## src/rtl/seven_seg_scanner.sv

```systemverilog
// seven_seg_scanner
//   Time-multiplexed scan controller for a 4-digit, common-anode
//   seven-segment display. It drives the 2-bit address of an external
//   2-to-4 anode decoder and the shared active-low cathodes. The display
//   inputs are snapshotted once per frame, on the 3->0 address wrap, so a
//   frame never mixes old and new values.
//
//   Optional feature: define SSEG_GHOST_BLANK_EN to blank the cathodes for
//   the first BLANK_CYCLES cycles of every digit slot (anti-ghosting).
//
// Ports
//   clk        in   system clock, rising edge
//   rst        in   asynchronous active-high reset
//   data       in   [15:0] four hex nibbles, digit 0 = data[3:0]
//   dp         in   [3:0]  per-digit decimal point request, active-high
//   digit_en   in   [3:0]  per-digit enable, active-high
//   addr       out  [1:0]  digit address to the anode decoder
//   seg        out  [6:0]  cathodes {g,f,e,d,c,b,a}, active-low
//   dp_out     out         decimal-point cathode, active-low
//   scan_tick  out         one-cycle pulse in the first cycle of each addr
module seven_seg_scanner #(
  parameter int REFRESH_DIV  = 100000,
  parameter int BLANK_CYCLES = 1024
) (
  input  logic        clk,
  input  logic        rst,
  input  logic [15:0] data,
  input  logic [3:0]  dp,
  input  logic [3:0]  digit_en,
  output logic [1:0]  addr,
  output logic [6:0]  seg,
  output logic        dp_out,
  output logic        scan_tick
);

  localparam int CW = (REFRESH_DIV > 2) ? $clog2(REFRESH_DIV) : 1;
  localparam logic [CW-1:0] CNT_MAX = CW'(REFRESH_DIV - 1);
`ifdef SSEG_GHOST_BLANK_EN
  localparam logic [CW-1:0] BLANK_W = CW'(BLANK_CYCLES);
`endif

  logic [CW-1:0] cnt_q, cnt_d;
  logic [1:0]    addr_q, addr_d;
  logic [15:0]   snap_data_q, snap_data_d;
  logic [3:0]    snap_dp_q, snap_dp_d;
  logic [3:0]    snap_en_q, snap_en_d;
  logic [6:0]    seg_q, seg_d;
  logic          dp_out_q, dp_out_d;
  logic          tick_q, tick_d;
  logic          wrap, load, blank;
  logic [3:0]    nib;

  function automatic logic [6:0] glyph(input logic [3:0] n);
    case (n)
      4'h0: glyph = 7'b1000000;
      4'h1: glyph = 7'b1111001;
      4'h2: glyph = 7'b0100100;
      4'h3: glyph = 7'b0110000;
      4'h4: glyph = 7'b0011001;
      4'h5: glyph = 7'b0010010;
      4'h6: glyph = 7'b0000010;
      4'h7: glyph = 7'b1111000;
      4'h8: glyph = 7'b0000000;
      4'h9: glyph = 7'b0010000;
      4'hA: glyph = 7'b0001000;
      4'hB: glyph = 7'b0000011;
      4'hC: glyph = 7'b1000110;
      4'hD: glyph = 7'b0100001;
      4'hE: glyph = 7'b0000110;
      default: glyph = 7'b0001110;
    endcase
  endfunction

  // The cathode registers are computed from the *next* address and the
  // *next* snapshot, so seg/dp_out always line up with the addr value that
  // lands on the same edge (including the freshly loaded digit 0 on a wrap).
  always_comb begin
    wrap        = (cnt_q == CNT_MAX);
    load        = wrap && (addr_q == 2'd3);
    cnt_d       = wrap ? '0 : cnt_q + CW'(1);
    addr_d      = wrap ? addr_q + 2'd1 : addr_q;
    tick_d      = wrap;
    snap_data_d = load ? data     : snap_data_q;
    snap_dp_d   = load ? dp       : snap_dp_q;
    snap_en_d   = load ? digit_en : snap_en_q;
    nib         = snap_data_d[{addr_d, 2'b00} +: 4];
    blank       = ~snap_en_d[addr_d];
`ifdef SSEG_GHOST_BLANK_EN
    // Matches the registered cnt that will be current alongside seg.
    if (cnt_d < BLANK_W) blank = 1'b1;
`endif
    seg_d       = blank ? 7'h7F : glyph(nib);
    dp_out_d    = blank ? 1'b1  : ~snap_dp_d[addr_d];
  end

  always_ff @(posedge clk or posedge rst) begin
    if (rst) begin
      cnt_q       <= '0;
      addr_q      <= 2'd0;
      snap_data_q <= 16'h0000;
      snap_dp_q   <= 4'h0;
      snap_en_q   <= 4'h0;
      seg_q       <= 7'h7F;
      dp_out_q    <= 1'b1;
      tick_q      <= 1'b0;
    end else begin
      cnt_q       <= cnt_d;
      addr_q      <= addr_d;
      snap_data_q <= snap_data_d;
      snap_dp_q   <= snap_dp_d;
      snap_en_q   <= snap_en_d;
      seg_q       <= seg_d;
      dp_out_q    <= dp_out_d;
      tick_q      <= tick_d;
    end
  end

  assign addr      = addr_q;
  assign seg       = seg_q;
  assign dp_out    = dp_out_q;
  assign scan_tick = tick_q;

endmodule

```

## config.mk

```make
export PLATFORM = sky130hd
export DESIGN_NAME = seven_seg_scanner
export DESIGN_NICKNAME = d
export VERILOG_FILES = /design/src/rtl/seven_seg_scanner.sv
export SDC_FILE = /design/constraint.sdc
export NUM_CORES = 1
export LEC_CHECK = 0
export CELL_PAD_IN_SITES_DETAIL_PLACEMENT = 1
export CELL_PAD_IN_SITES_GLOBAL_PLACEMENT = 2
export CORE_ASPECT_RATIO = 0.7
export CORE_MARGIN = 1.5
export CORE_UTILIZATION = 36
export DETAILED_ROUTE_END_ITERATION = 16
export PLACE_DENSITY = 0.85
export SYNTH_ARGS = -nofsm -noshare
export SYNTH_HDL_FRONTEND = slang
export SYNTH_SLANG_ARGS = --single-unit
export TNS_END_PERCENT = 1
```

## constraint.sdc

```tcl
create_clock -name clk -period 4.2 [get_ports clk]
set_input_delay 0.42 -clock clk [delete_from_list [all_inputs] [get_ports clk]]
set_output_delay 0.42 -clock clk [all_outputs]
set_load 0.005 [all_outputs]
```

==> results of run 1 <==
where the power goes:
| part | internal, mW | switching [mW] | leakage [nW] |
|---|---|---|---|
| combinational | 0.0440 | 0.0332 | 0.670 |
| sequential | 0.516 | 0.00346 | 0.609 |
| clock | 0.135 | 0.164 | 0.0455 |
path summary, 6_finish.rpt:
path	from	endpoint	depth (start not counted)
setup / recovery	cnt_q[0]	seg[5]	14
hold / removal	cnt_q[0]	cnt_q[0]	1
setup reg to reg	cnt_q[0]	seg[5]	14
hold reg to reg	cnt_q[0]	cnt_q[0]	1
max in group asynchronous	rst	snap_data_q[6]	3
min in group asynchronous	rst	snap_en_q[3]	2
per-stage QoR:
step	utilization, %	cells
after floorplan	-	223
final	45.76	355
after global placement	44.44	347
after global routing	45.76	355
after CTS	45.76	355
after detailed placement	44.44	347
area by class of cell:
class	count	area [um^2]
inverter	9	33.78
multi-input combinational	153	1185
clock buffer	8	90.09
sequential	52	1311
tap	94	117.6
fill	756	3699
timing repair buffer	39	382.9
cell families after synthesis:
| group | count (synthesis) |
|---|---|
| xor gates and xnor gates | 16 |
| buffers and inverters | 18 |
| DFF | 52 |
| muxes | 32 |
| and+or+nand+nor | 76 |
| AOI/OAI and AO/OA | 21 |
| adders and majority gates | 8 |
registers in the layout (all words and copies together), names as in the netlist:
register / count
dp_out: 1
snap_en_q: 4
seg: 7
snap_dp_q: 4
cnt_q: 17
addr: 2
scan_tick: 1
snap_data_q: 16
per-layer routing:
layer	wire, um	part of all wire [%]	vias to the layer above
li1	-	-	862
met1	3160	54	933
met2	2461	42	30
met3	187	3.2	7
met4	63	1.1	0
met5	0	0	-
critical path, delay by kind of cell (launching register included):
family | cells | cell delay, ps
compound gates | 3 | 560
xor+xnor | 1 | 380
fa+ha+maj | 2 | 480
buf+inv | 3 | 500
flops | 1 | 390
mux | 1 | 280
simple gates | 4 | 780
layout by cell type, fill, tap and decap left out, types with 3 or more instances in the layout:
master           count
dfrtp_1             44
clkdlybuf4s50_1     36
mux2_2              19
nand2_1             16
nand3_1             16
nor2_1              13
nand4_1             12
xnor2_1              9
mux2i_1              9
o21ai_0              8
ha_1                 8
dfstp_2              8
xor2_1               7
inv_1                6
clkbuf_8             6
and3_1               5
inv_2                3
a21oi_1              3
o221ai_1             3
buf_4                3
==> run_results.csv, run 1 <==
group,metric,value,unit
timing,fmax,285.2,MHz
yosys,synth_xor_area_share,5.445,%
clock_network,clock_latency,310,ps
yosys,netlist_instances,223,
layout,final_area,0.003120,mm^2
route,drc,0,
floorplanning,placementRows,25,
floorplanning,die_h,73.74,um
yosys,yosys.area.top_type,"dfrtp_1",
layout,area_growth,21.24,%
timing,grt_setup_unrepaired,"no",
power_and_ir_drop,irDropWorstVdd,0.1319,mV
route,routedWlPerCell,16.54,um
route,vias,1832,
placed_design,place_area,0.003030,mm^2
worst_setup_path,r2r_slack,690,ps
clock_network,clock-sinks,52,
yosys,ys_async_sr_fraction,100.0,%
yosys,yosys_warnings,0,
global_routing,antenna_found_initial,0,
yosys,syn-num-nets,257,
timing,layout_setup_ws,694.1,ps
global_routing,grt-busiest-layer,"met2",
global_routing,grt_use_total,16.72,%
route,drt_pre_antenna_iters,4,
route,postRouteAntennaNets,0,
clock_network,hold_buffers,0,
timing,worstMarginPinSlew,817.9,ps
worst_setup_path,worstSetupPathType,"flip-flop to flip-flop",
global_routing,use_met3,4.082,%
timing,max-slew-margin-rel,45.40,%
clock_network,cts_resized,0,
floorplanning,fp.dieW,104.1,um
clock_network,cts_buffer_depth,2,
global_routing,grt_max_degree,40,
global_routing,grt-ovfl-total,0,
placed_design,dp_slack,742.4,ps
yosys,synthDistinctLibCells,38,
route,drt_iter0_markers,79,
worst_setup_path,crit_path_end_kind,"flip-flop",
timing,hold_viol,0,
placed_design,dp_hpwl,4350,um
yosys,yosys-top-cells-count,"dfrtp_1, mux2_2, nand2_1, nand3_1, nor2_1",
yosys,synth-simple-area-share,17.06,%
yosys,postSynthAreaPerCell,11.54,um^2
global_routing,grtUsageMet1,24.39,%
layout,drive_gt1_share,17.62,%
run,drv_cap,0,
clock_network,postCtsSetupBuffers,0,
yosys,yosys.area.top_type_share,42.78,%
clock_network,cts_tree,"done",
power_and_ir_drop,finalPower,895.1,uW
floorplanning,io_pins,37,
timing,setup_viol,0,
yosys,synth_top_flop_cell,"dfrtp_1",
worst_setup_path,crit_chain,"ha_1, nand4_1, nor4_4, xnor2_1, inv_2, mux4_2, nand2_1, o21ai_1, inv_1, ha_1, inv_1, nor2_1, a21oi_1, o221ai_1",
clock_network,h-tree-depth,2,
yosys,synth_top_family_by_area,"simple AND/OR/NAND/NOR gates",
yosys,synth_adder_area_share,3.889,%
global_routing,met2_usage,24.72,%
timing,worst_hold_slack,484.4,ps
layout,final_net_count,294,
placed_design,globalplace.congestion,0.7950,
worst_setup_path,slowest_delay,390,ps
timing,fin_setup_tns,0,ps
placed_design,port-buffer-count,36,
power_and_ir_drop,power.density,286.8,mW/mm^2
timing,drv_slew,0,
yosys,ys_seq_area_share,50.95,%
clock_network,cts_buffers,5,
worst_setup_path,critPathSlowestCell,"dfrtp_1",
yosys,synth_compound_gate_area_share,5.202,%
global_routing,grt_pass1_wl,9922,um
timing,final.setup_skew,8.420,ps
clock_network,path_clk_slew,90,ps
hold_path,hp-class,"flip-flop to flip-flop",
worst_setup_path,cp_data_required_time,4390,ps
global_routing,grt_pass1_vias,1879,
clock_network,cts-root-buf,"clkbuf_8",
worst_setup_path,crit_path_max_fanout,11,
floorplanning,core_region_area,0.006819,mm^2
route,vias_per_cell,5.161,
run_status,status,"finished, final reports clean",
floorplanning,dieArea,0.007673,mm^2
floorplanning,start_util,37.74,%
layout,num_antenna_cells,0,
yosys,synth.top_cells.by_area,"dfrtp_1, mux2_2, dfstp_2, ha_1, mux2i_1",
worst_setup_path,startpoint_type,"flip-flop",
yosys,syn_area,0.002574,mm^2
yosys,synth_edf_count,0,
yosys,synthMuxAreaShare,14.44,%
timing,layout_min_cycle_time,3506,ps
yosys,synth_seq_cells,52,
route,wl,5872,um
yosys,synth_most_common_cell,"dfrtp_1",
power_and_ir_drop,power_leakage,1.324,nW
worst_setup_path,cp.arrival,3700,ps
timing,layout_worst_path_cycle_share,83.47,%
No activity file was read; power rests on OpenSTA's default activity.
==> run 2: changes to the inputs <==
--- a/config.mk
+++ b/config.mk
@@ -9,9 +9,9 @@
 export CELL_PAD_IN_SITES_GLOBAL_PLACEMENT = 2
 export CORE_ASPECT_RATIO = 0.7
 export CORE_MARGIN = 1.5
-export CORE_UTILIZATION = 36
+export CORE_UTILIZATION = 32
 export DETAILED_ROUTE_END_ITERATION = 16
-export PLACE_DENSITY = 0.85
+export PLACE_DENSITY = 0.81
 export SYNTH_ARGS = -nofsm -noshare
 export SYNTH_HDL_FRONTEND = slang
 export SYNTH_SLANG_ARGS = --single-unit
==> constraint.sdc (replaced) <==
create_clock -name clk -period 3 [get_ports clk]
set_input_delay 0.3 -clock clk [delete_from_list [all_inputs] [get_ports clk]]
set_output_delay 0.3 -clock clk [all_outputs]
set_load 0.005 [all_outputs]
==> run 2 against run 1 <==
  * The flow now finishes with violations (negative setup slack)
  * Setup slack worse by 710 ps
  * Non-clock buffer count up 31
  * Flip-flop and latch count unchanged
  * Register-to-register slack worse by 710 ps
  * Count of clock-buffer cells in the layout down 3
  * Combinational power up 49%
  * Critical path depth down 3
  * Clock power up 89%
  * Power up 57%
  * Sequential power up 40%
  * First-iteration DRC count down 35%
  * Largest power group unchanged
  * Highest routed layer unchanged
==> run_results.csv, run 2 (same netlist as run 1, synthesis figures left out) <==
group,metric,value,unit
run_status,status,"finished with violations",
run_status,violations,"negative setup slack",
route,routedWlPerCell,16.54,um
clock_network,h-tree-depth,2,
timing,grt_setup_unrepaired,"yes",
worst_setup_path,critPathCapture,"seg[3]",
route,drt_iter0_markers,51,
floorplanning,core_region_area,0.007838,mm^2
worst_setup_path,crit_chain,"or4b_4, nor4_4, buf_4, mux2i_1, buf_4, buf_4, nand4_1, nand4_1, mux2_2, mux2i_1, nand2_1",
clock_network,cts_buffer_depth,2,
worst_setup_path,r2r_start,"cnt_q[8]",
worst_setup_path,r2r_slack,-20,ps
timing,layout_setup_ws,-16.21,ps
worst_setup_path,crit_path_max_fanout,7,
timing,hold_viol,0,
worst_setup_path,worstSetupPathType,"flip-flop to flip-flop",
power_and_ir_drop,finalPower,1.408,mW
worst_setup_path,crit_path_end_kind,"flip-flop",
layout,regMostFlops,"cnt_q",
timing,worstMarginPinSlew,695.8,ps
floorplanning,die_h,78.04,um
clock_network,cts-root-buf,"clkbuf_16",
layout,drive_gt1_share,29.11,%
clock_network,path_clk_slew,70,ps
global_routing,grt_max_degree,34,
power_and_ir_drop,irDropWorstVdd,0.2532,mV
timing,final.setup_skew,6.009,ps
worst_setup_path,worst_r2r_path_depth,11,
worst_setup_path,crit_start,"cnt_q[8]",
route,drc,0,
layout,fin_util,43.81,%
timing,layout_worst_path_cycle_share,100.5,%
route,vias,1908,
worst_setup_path,critPathBufInv,3,
global_routing,grt_pass1_wl,10870,um
worst_setup_path,critPathSlowestCell,"or4b_4",
worst_setup_path,r2r_end,"seg[3]",
worst_setup_path,cpLargestDelayFamily,"simple AND/OR/NAND/NOR gates",
layout,largest_reg_flops,17,
run,drv_cap,0,
placed_design,globalplace.congestion,0.8523,
placed_design,dp_hpwl,4903,um
worst_setup_path,crit_cells,11,
worst_setup_path,cp_data_required_time,3200,ps
clock_network,cts_buffers,5,
layout,final_net_count,325,
clock_network,clock-sinks,52,
power_and_ir_drop,power_leakage,1.490,nW
global_routing,grt-ovfl-total,0,
floorplanning,fp.dieW,110.2,um
global_routing,grt_use_total,16.87,%
timing,setup_viol,2,
timing,drv_slew,0,
placed_design,port-buffer-count,36,
route,vias_per_cell,4.855,
placed_design,place_area,0.003234,mm^2
timing,fin_setup_tns,-21.95,ps
timing,layout_min_cycle_time,3016,ps
worst_setup_path,timing.critical_path.mode_cell,"buf_4",
timing,max-slew-margin-rel,53.54,%
layout,area_growth,33.40,%
floorplanning,io_pins,37,
clock_network,hold_buffers,0,
worst_setup_path,startpoint_type,"flip-flop",
floorplanning,placementRows,27,
global_routing,grt_pass1_vias,2054,
route,wl,6502,um
layout,final_area,0.003433,mm^2
global_routing,antenna_found_initial,0,
floorplanning,dieArea,0.008599,mm^2
worst_setup_path,slowest_delay,590,ps
timing,fmax,331.5,MHz
power_and_ir_drop,power.density,410.1,mW/mm^2
hold_path,hp-class,"input pin to asynchronous set/reset pin",
placed_design,dp_slack,-16.14,ps
route,postRouteAntennaNets,0,
floorplanning,start_util,32.84,%
layout,nFillCells,866,
worst_setup_path,cp.arrival,3210,ps
route,drt_pre_antenna_iters,4,
layout,layout_common_cells,"dfrtp_1, clkdlybuf4s50_1, buf_4",
clock_network,cts_tree,"done",
clock_network,clock_latency,290,ps
layout,num_antenna_cells,0,
layout,final_common_cell,"dfrtp_1",
run 2: area by class of cell:
class                   count  area [um^2]  share of cell area, %
inverters                   9        33.78                 0.9840
repair buffers             70        615.6                  17.93
well taps                 101        126.4                  3.681
clock buffers               5        125.1                  3.644
multi-input cells         153         1202                  35.02
flip-flops and latches     52         1311                  38.19
clock inverters             3        18.77                 0.5466
run 2: worst min-delay path by stage:
stage | to | depth (start not counted) | slack [ps]
finish | cnt_q[6] | 2 | 440
global placement | snap_en_q[0] | 1 | 470
detailed placement | snap_en_q[2] | 1 | 480
floorplan | cnt_q[0] | 1 | 450
global route | snap_dp_q[0] | 2 | 510
CTS | cnt_q[12] | 2 | 470
run 2: through the flow:
step / cells / hold WS, ps
global placement: 380 / 472.4
detailed placement: 380 / 481.0
global route: 393 / 505.1
CTS: 393 / 465.3
floorplan: 223 / 447.9
finish: 393 / 440.8
run 2: power breakdown:
part           switching (mW)  internal, mW
Combinational          0.0483        0.0669
Clock                   0.259         0.307
Sequential            0.00518         0.723
Total                   0.312          1.10
run 2: what timing repair did:
action / in CTS / in global routing
pin swaps: 2 / 0
resized for setup: 2 / 5
setup endpoints to repair: 2 / 7
setup buffers: 5 / 0
run 2: metal layers:
| layer | global-route usage [%] | vias up | wire length (um) |
|---|---|---|---|
| li1 | - | 923 | - |
| met3 | 3.073 | 7 | 236 |
| met1 | 26.01 | 943 | 3553 |
| met2 | 23.66 | 35 | 2619 |
| met5 | 0 | - | 0 |
| met4 | 5.385 | 0 | 92 |
